### config.mk
export PLATFORM = sky130hd
export DESIGN_NAME = sram_fifo_wr_packer
export DESIGN_NICKNAME = d
export VERILOG_FILES = /design/src/rtl/sram_fifo_wr_packer.sv
export SDC_FILE = /design/constraint.sdc
export NUM_CORES = 1
export LEC_CHECK = 0
export CAP_MARGIN = 5
export CORE_UTILIZATION = 30
export DETAILED_ROUTE_END_ITERATION = 16
export DONT_BUFFER_PORTS = 1
export GPL_TIMING_DRIVEN = 0
export MAX_ROUTING_LAYER = met4
export SYNTH_ARGS = -nofsm -noshare
export SYNTH_HDL_FRONTEND = slang
export SYNTH_SLANG_ARGS = --single-unit
export TNS_END_PERCENT = 100
### constraint.sdc
create_clock -name i_sram_fifo_wr_clk -period 4.4 [get_ports i_sram_fifo_wr_clk]
set_input_delay 0.44 -clock i_sram_fifo_wr_clk [delete_from_list [all_inputs] [get_ports i_sram_fifo_wr_clk]]
set_output_delay 0.44 -clock i_sram_fifo_wr_clk [all_outputs]
set_load 0.01 [all_outputs]
### src/rtl/sram_fifo_wr_packer.sv
// rtl/sram_fifo_wr_packer.sv - packs per-clock ADC samples into SRAM FIFO words and owns capture length
module sram_fifo_wr_packer #(
    parameter int ADC_MAX_DATA_SIZE = 16,
    parameter int SRAM_WORD_NUM     = 4
) (
    input  logic                                        i_sram_fifo_wr_clk,
    input  logic                                        i_sram_fifo_reset_n,
    input  logic [ADC_MAX_DATA_SIZE-1:0]                i_adc_data_a,
    input  logic [ADC_MAX_DATA_SIZE-1:0]                i_adc_data_b,
    input  logic                                        i_adc_data_valid,
    input  logic [2:0]                                  i_capture_mode,
    input  logic [4:0]                                  i_capture_req_exp,
    input  logic                                        i_capture_start,
    input  logic                                        i_capture_abort,
    output logic [ADC_MAX_DATA_SIZE*SRAM_WORD_NUM-1:0]  o_sram_fifo_wr_data,
    output logic                                        o_sram_fifo_wr_clk_en,
    output logic                                        o_pack_busy,
    output logic                                        o_pack_done,
    output logic [24:0]                                 o_pack_sample_cnt
);

    localparam int W  = ADC_MAX_DATA_SIZE;
    localparam int DW = ADC_MAX_DATA_SIZE * SRAM_WORD_NUM;

    typedef enum logic [1:0] {
        ST_IDLE = 2'd0,
        ST_FILL = 2'd1,
        ST_DONE = 2'd2
    } state_t;

    state_t                          state_q, state_d;
    logic                            dual_q, dual_d;
    logic [4:0]                      exp_q, exp_d;
    logic [1:0]                      idx_q, idx_d;
    logic [SRAM_WORD_NUM-1:0][W-1:0] lanes_q, lanes_d;
    logic [22:0]                     word_cnt_q, word_cnt_d;
    logic [24:0]                     sample_cnt_q, sample_cnt_d;
    logic [DW-1:0]                   wr_data_q, wr_data_d;
    logic                            wr_clk_en_q, wr_clk_en_d;
    logic                            busy_q, busy_d;
    logic                            done_q, done_d;

    logic [4:0]  exp_clamped;
    logic [4:0]  target_shift;
    logic [23:0] target_words;
    logic [23:0] last_word_idx;
    logic        word_complete;
    logic        last_word;

    // Capture size and word-boundary decode from the latched mode/exp.
    // The word target is one bit wider than the counter so 2^23 (dual, exp=16)
    // is representable; the counter only ever has to reach target-1.
    always_comb begin
        exp_clamped   = (i_capture_req_exp > 5'd16) ? 5'd16 : i_capture_req_exp;
        target_shift  = exp_q + (dual_q ? 5'd7 : 5'd6);
        target_words  = 24'd1 << target_shift;
        last_word_idx = target_words - 24'd1;
        word_complete = dual_q ? idx_q[0] : (idx_q == 2'd3);
        last_word     = ({1'b0, word_cnt_q} == last_word_idx);
    end

    // Next-state, lane packing and counter update; abort overrides everything.
    always_comb begin
        state_d      = state_q;
        dual_d       = dual_q;
        exp_d        = exp_q;
        idx_d        = idx_q;
        lanes_d      = lanes_q;
        word_cnt_d   = word_cnt_q;
        sample_cnt_d = sample_cnt_q;
        wr_data_d    = wr_data_q;
        wr_clk_en_d  = 1'b0;

        case (state_q)
            ST_IDLE, ST_DONE: begin
                if (i_capture_start) begin
                    state_d      = ST_FILL;
                    dual_d       = (i_capture_mode != 3'b000);
                    exp_d        = exp_clamped;
                    idx_d        = 2'd0;
                    word_cnt_d   = 23'd0;
                    sample_cnt_d = 25'd0;
                end
            end
            ST_FILL: begin
                if (i_adc_data_valid) begin
                    if (dual_q) begin
                        // pair lands in lanes 3/2 first, then 1/0
                        lanes_d[{~idx_q[0], 1'b1}] = i_adc_data_a;
                        lanes_d[{~idx_q[0], 1'b0}] = i_adc_data_b;
                        idx_d = {1'b0, ~idx_q[0]};
                    end else begin
                        lanes_d[2'd3 - idx_q] = i_adc_data_a;
                        idx_d = idx_q + 2'd1;
                    end
                    sample_cnt_d = sample_cnt_q + 25'd1;
                    if (word_complete) begin
                        idx_d       = 2'd0;
                        wr_data_d   = lanes_d;
                        wr_clk_en_d = 1'b1;
                        word_cnt_d  = word_cnt_q + 23'd1;
                        if (last_word) begin
                            state_d = ST_DONE;
                        end
                    end
                end
            end
            default: begin
                state_d = ST_IDLE;
            end
        endcase

        if (i_capture_abort) begin
            state_d      = ST_IDLE;
            idx_d        = 2'd0;
            lanes_d      = lanes_q;
            word_cnt_d   = 23'd0;
            sample_cnt_d = 25'd0;
            wr_data_d    = wr_data_q;
            wr_clk_en_d  = 1'b0;
        end

        busy_d = (state_d == ST_FILL);
        done_d = (state_d == ST_DONE);
    end

    // State and registered outputs; asynchronous reset returns everything to zero.
    always_ff @(posedge i_sram_fifo_wr_clk or negedge i_sram_fifo_reset_n) begin
        if (!i_sram_fifo_reset_n) begin
            state_q      <= ST_IDLE;
            dual_q       <= 1'b0;
            exp_q        <= 5'd0;
            idx_q        <= 2'd0;
            lanes_q      <= '0;
            word_cnt_q   <= 23'd0;
            sample_cnt_q <= 25'd0;
            wr_data_q    <= '0;
            wr_clk_en_q  <= 1'b0;
            busy_q       <= 1'b0;
            done_q       <= 1'b0;
        end else begin
            state_q      <= state_d;
            dual_q       <= dual_d;
            exp_q        <= exp_d;
            idx_q        <= idx_d;
            lanes_q      <= lanes_d;
            word_cnt_q   <= word_cnt_d;
            sample_cnt_q <= sample_cnt_d;
            wr_data_q    <= wr_data_d;
            wr_clk_en_q  <= wr_clk_en_d;
            busy_q       <= busy_d;
            done_q       <= done_d;
        end
    end

    assign o_sram_fifo_wr_data   = wr_data_q;
    assign o_sram_fifo_wr_clk_en = wr_clk_en_q;
    assign o_pack_busy           = busy_q;
    assign o_pack_done           = done_q;
    assign o_pack_sample_cnt     = sample_cnt_q;

endmodule

==> results by group <==
Worst setup path
  • Crit. End Element: register
  • Critical path's largest stage delay: 0.59 ns
  • R2R setup slack: between 0.2 and 0.25 ns
  • CP Data Arrival Time: ~4.5 ns
  • Worst R2R Start: dual_q
  • Kind of critical path: register to register
  • Cell mode on critical path: ha_1
  • Crit start category: register
  • Path depth of the worst reg2reg path: 17
  • CP max-delay cell: or4_4
  • Worst Path Max Fanout: 7
  • Worst r2r dst: state_q[0]
  • WP data required: 4.69 ns
  • Cell breakdown of the critical path: ha_2 -> inv_1 -> ha_1 -> buf_2 -> nor2b_4 -> or3_4 -> nand2_2 -> nand3_1 -> ha_1 -> inv_2 -> nor3_1 -> a221oi_2 -> o311ai_2 -> xor2_1 -> or4_4 -> nor4_4 -> o21ai_0

Power and ir drop
  • Clock power share: 25.6%
  • Switching pwr: around 2.4 mW
  • Combinational power share: roughly a third
  • Leak pwr: 4.362 nW
  • Switching share of power: 39.84%
  • PwrDens: roughly 600 nW/um^2
  • Worst vdd ir: ~0.0003 V
  • Sequential share of power: between 40% and 50%
  • Internal power: 3.682 mW

Layout
  • Final Cell Area: 10,250 um^2
  • Most frequent cells in the layout: dfrtp_1 (174), o21ai_0 (141), nand2_1 (131)
  • FF/Latch Area: between 4000 and 5000 um^2
  • Leading cell type in the layout, fill and taps excluded: dfrtp_1
  • Layout area overhead: 13.06%
  • Layout cell share with drive strength beyond 1: between 10% and 20%
  • Nets: roughly 1,000
  • Diode count: 0
  • Post-route core utilization: roughly a third
  • FILL cells: 2,977
  • Multi-input gate area: approximately 4400 um^2

Run status
  • Outcome: finished with violations
  • Failing checks: negative hold slack

Synth
  • Fraction of registers with async set/reset: 100.0%
  • YS warnings: 0
  • Post-synthesis sequential area ratio: 48.32%
  • Area leader, netlist: dfrtp_1
  • Main synth FF type: dfrtp_1
  • Number of synthesized flops with an enable pin: 0
  • Avg Cell Area, Syn: 9.571 um^2
  • Synth Instances: between 900 and 1,000
  • Syn Nets: around 1,000
  • Yosys cell types: 66
  • Yosys top cell area share: 48.32%
  • Mapped cell area: between 9000 and 10,000 um^2
  • #FFs+latches synth: 175
  • Synth top area cells: dfrtp_1 (48%), o21ai_0 (7.8%), nand2_1 (5.5%)

STA
  • Slew Limit Fails: 0
  • Setup-failing EPs final: 0
  • Post-Route Setup TNS: 0 ns
  • Fmax: between 0.2 and 0.25 GHz
  • Min Tclk post-route: roughly 4.2 ns
  • Final Hold Fails: 175
  • Slew margin rel.: 21.03%
  • Final hold slack: -0.3039 ns
  • Clk_skew: between 0.01 and 0.015 ns
  • Period utilization: 94.91%
  • PnR worst setup slack: ~0.22 ns
  • Worst Tran Pin Value: ~1.2 ns

GRT
  • GR Overflow Total: 0
  • Vias in the first global route: between 7,000 and 8,000
  • First-pass GRT wire length: around 42 mm
  • Largest net degree at the start of global routing: 176
  • Total GRT Usage: between 10% and 20%
  • Initial antenna violation count: 0

CTS
  • CTS HTree Levels: 4
  • CTS sink cnt: 175
  • Clk buf depth: 2
  • Worst-Skew Late Latency: about 0.44 ns
  • CTS tree: done
  • Num CTS Buffers: 17
  • Clk pin slew, worst setup/hold paths: approximately 0.080 ns
  • Root Driver: clkbuf_16

Detailed routing
  • Final wirelength: 26.58 mm
  • WL/cell: ~19 um
  • ANT nets after route: 0
  • Vias: 7,379
  • Mean number of vias per cell: between 5 and 6
  • DRC: 0
  • Drt initial violations: between 500 and 600
  • First-pass DRT Iterations: 7

Floorplan
  • Initial core utilization: between 30 and 40%
  • Die Y: roughly 180 um
  • Die width: around 180 um
  • # IOs: between 100 and 150
  • Rows: 63
  • Die area: a little over 30,000 um^2
  • Total core area: around 30,000 um^2

Place
  • DPL Wire Length: ~19 mm
  • Input/output buffers: 0
  • Setup slack after placement: -0.5081 ns
  • Final Wtd Congestion: 0.8964
  • DP Area: around 9600 um^2

Hold path
  • Min-delay worst type: primary input to asynchronous set/reset pin

Job
  • MaxCap Viol Count: 0
## final cells by class
class                           instances  share of cell area, %
Multi-Input combinational cell        696                  43.39
Sequential cell                       175                  42.75
Tap cell                              390                  4.762
Clock buffer                           17                  4.151
Buffer                                 61                  2.479
Clock inverter                         15                  1.807
Inverter                               14                 0.5128
Timing Repair Buffer                    2                 0.1465
## per-stage QoR
stage | std cells | power (mW)
after detailed placement | 1337 | 4.486
after CTS | 1369 | 6.104
final | 1370 | 6.120
after global routing | 1370 | 6.498
after floorplan | 947 | 3.929
after global placement | 1337 | 4.454
## power groups by stage
| stage | sequential, mW | clock [mW] | combinational [mW] |
|---|---|---|---|
| after floorplan | 2.41 | 0 | 1.52 |
| after global placement | 2.53 | 0 | 1.92 |
| after detailed placement | 2.54 | 0 | 1.94 |
| after CTS | 2.52 | 1.60 | 1.98 |
| after global routing | 2.58 | 1.66 | 2.26 |
| final | 2.52 | 1.57 | 2.04 |
## routing by layer
layer / part of all wire (%) / global-route usage, % / up-vias
li1: - / - / 3462
met1: 45 / 23.85 / 3673
met2: 47 / 27.72 / 222
met3: 8.0 / 5.476 / 22
met4: 0.76 / 3.370 / 0
met5: 0 / - / -
## synthesized netlist by cell type, types with 9 or more instances
cell type,count
ha_1,9
nand2_1,132
nand2b_1,13
dfrtp_1,175
nand3_1,26
nand4_1,12
and3_1,11
o22a_1,22
o22ai_1,16
mux2i_1,37
xor2_1,18
o21ai_0,142
nor3_1,18
mux2_2,36
clkbuf_1,57
xnor2_1,16
inv_1,14
o21a_1,16
nor2_1,48
a21oi_1,19
## flip-flops by register name, indices dropped and copies added, names as in the netlist
name                   cells
dual_q                     1
o_pack_done                1
o_pack_busy                1
o_pack_sample_cnt         25
exp_q                      5
lanes_q                   50
state_q                    2
o_sram_fifo_wr_data       64
word_cnt_q                23
idx_q                      2
o_sram_fifo_wr_clk_en      1
## worst max path at each step
stage,start,to,depth (start not counted)
final,dual_q,state_q[0],17
after CTS,dual_q,state_q[0],18
after detailed placement,dual_q,state_q[0],16
after global routing,dual_q,state_q[0],15
after global placement,dual_q,o_pack_busy,16
after floorplan,dual_q,o_pack_busy,17
## worst max-delay path: cells and delay by family, from the launching register on
kind / cells / cell delay (ns)
AO/OA/AOI/OAI: 3 / 0.53
adder cells (fa/ha/maj): 3 / 0.77
flip-flops: 1 / 0.43
buffers and inverters: 3 / 0.39
AND/OR/NAND/NOR: 7 / 1.71
XOR/XNOR: 1 / 0.18
## logic make-up after synthesis
logic type / share of synthesized area [%]
flip-flops: 48.32
buffers and inverters: 3.354
XOR/XNOR: 3.285
AND/OR/NAND/NOR: 16.65
adder cells (fa/ha/maj): 1.242
AO/OA/AOI/OAI: 18.60
multiplexers: 8.559
## timing repair
item                       4_1_cts  5_1_grt
hold endpoints to repair       175      175
setup endpoints to repair        4        4
gates resized for setup         10       14
buffers inserted                 0        2
Power figures use the tool's default switching activity.
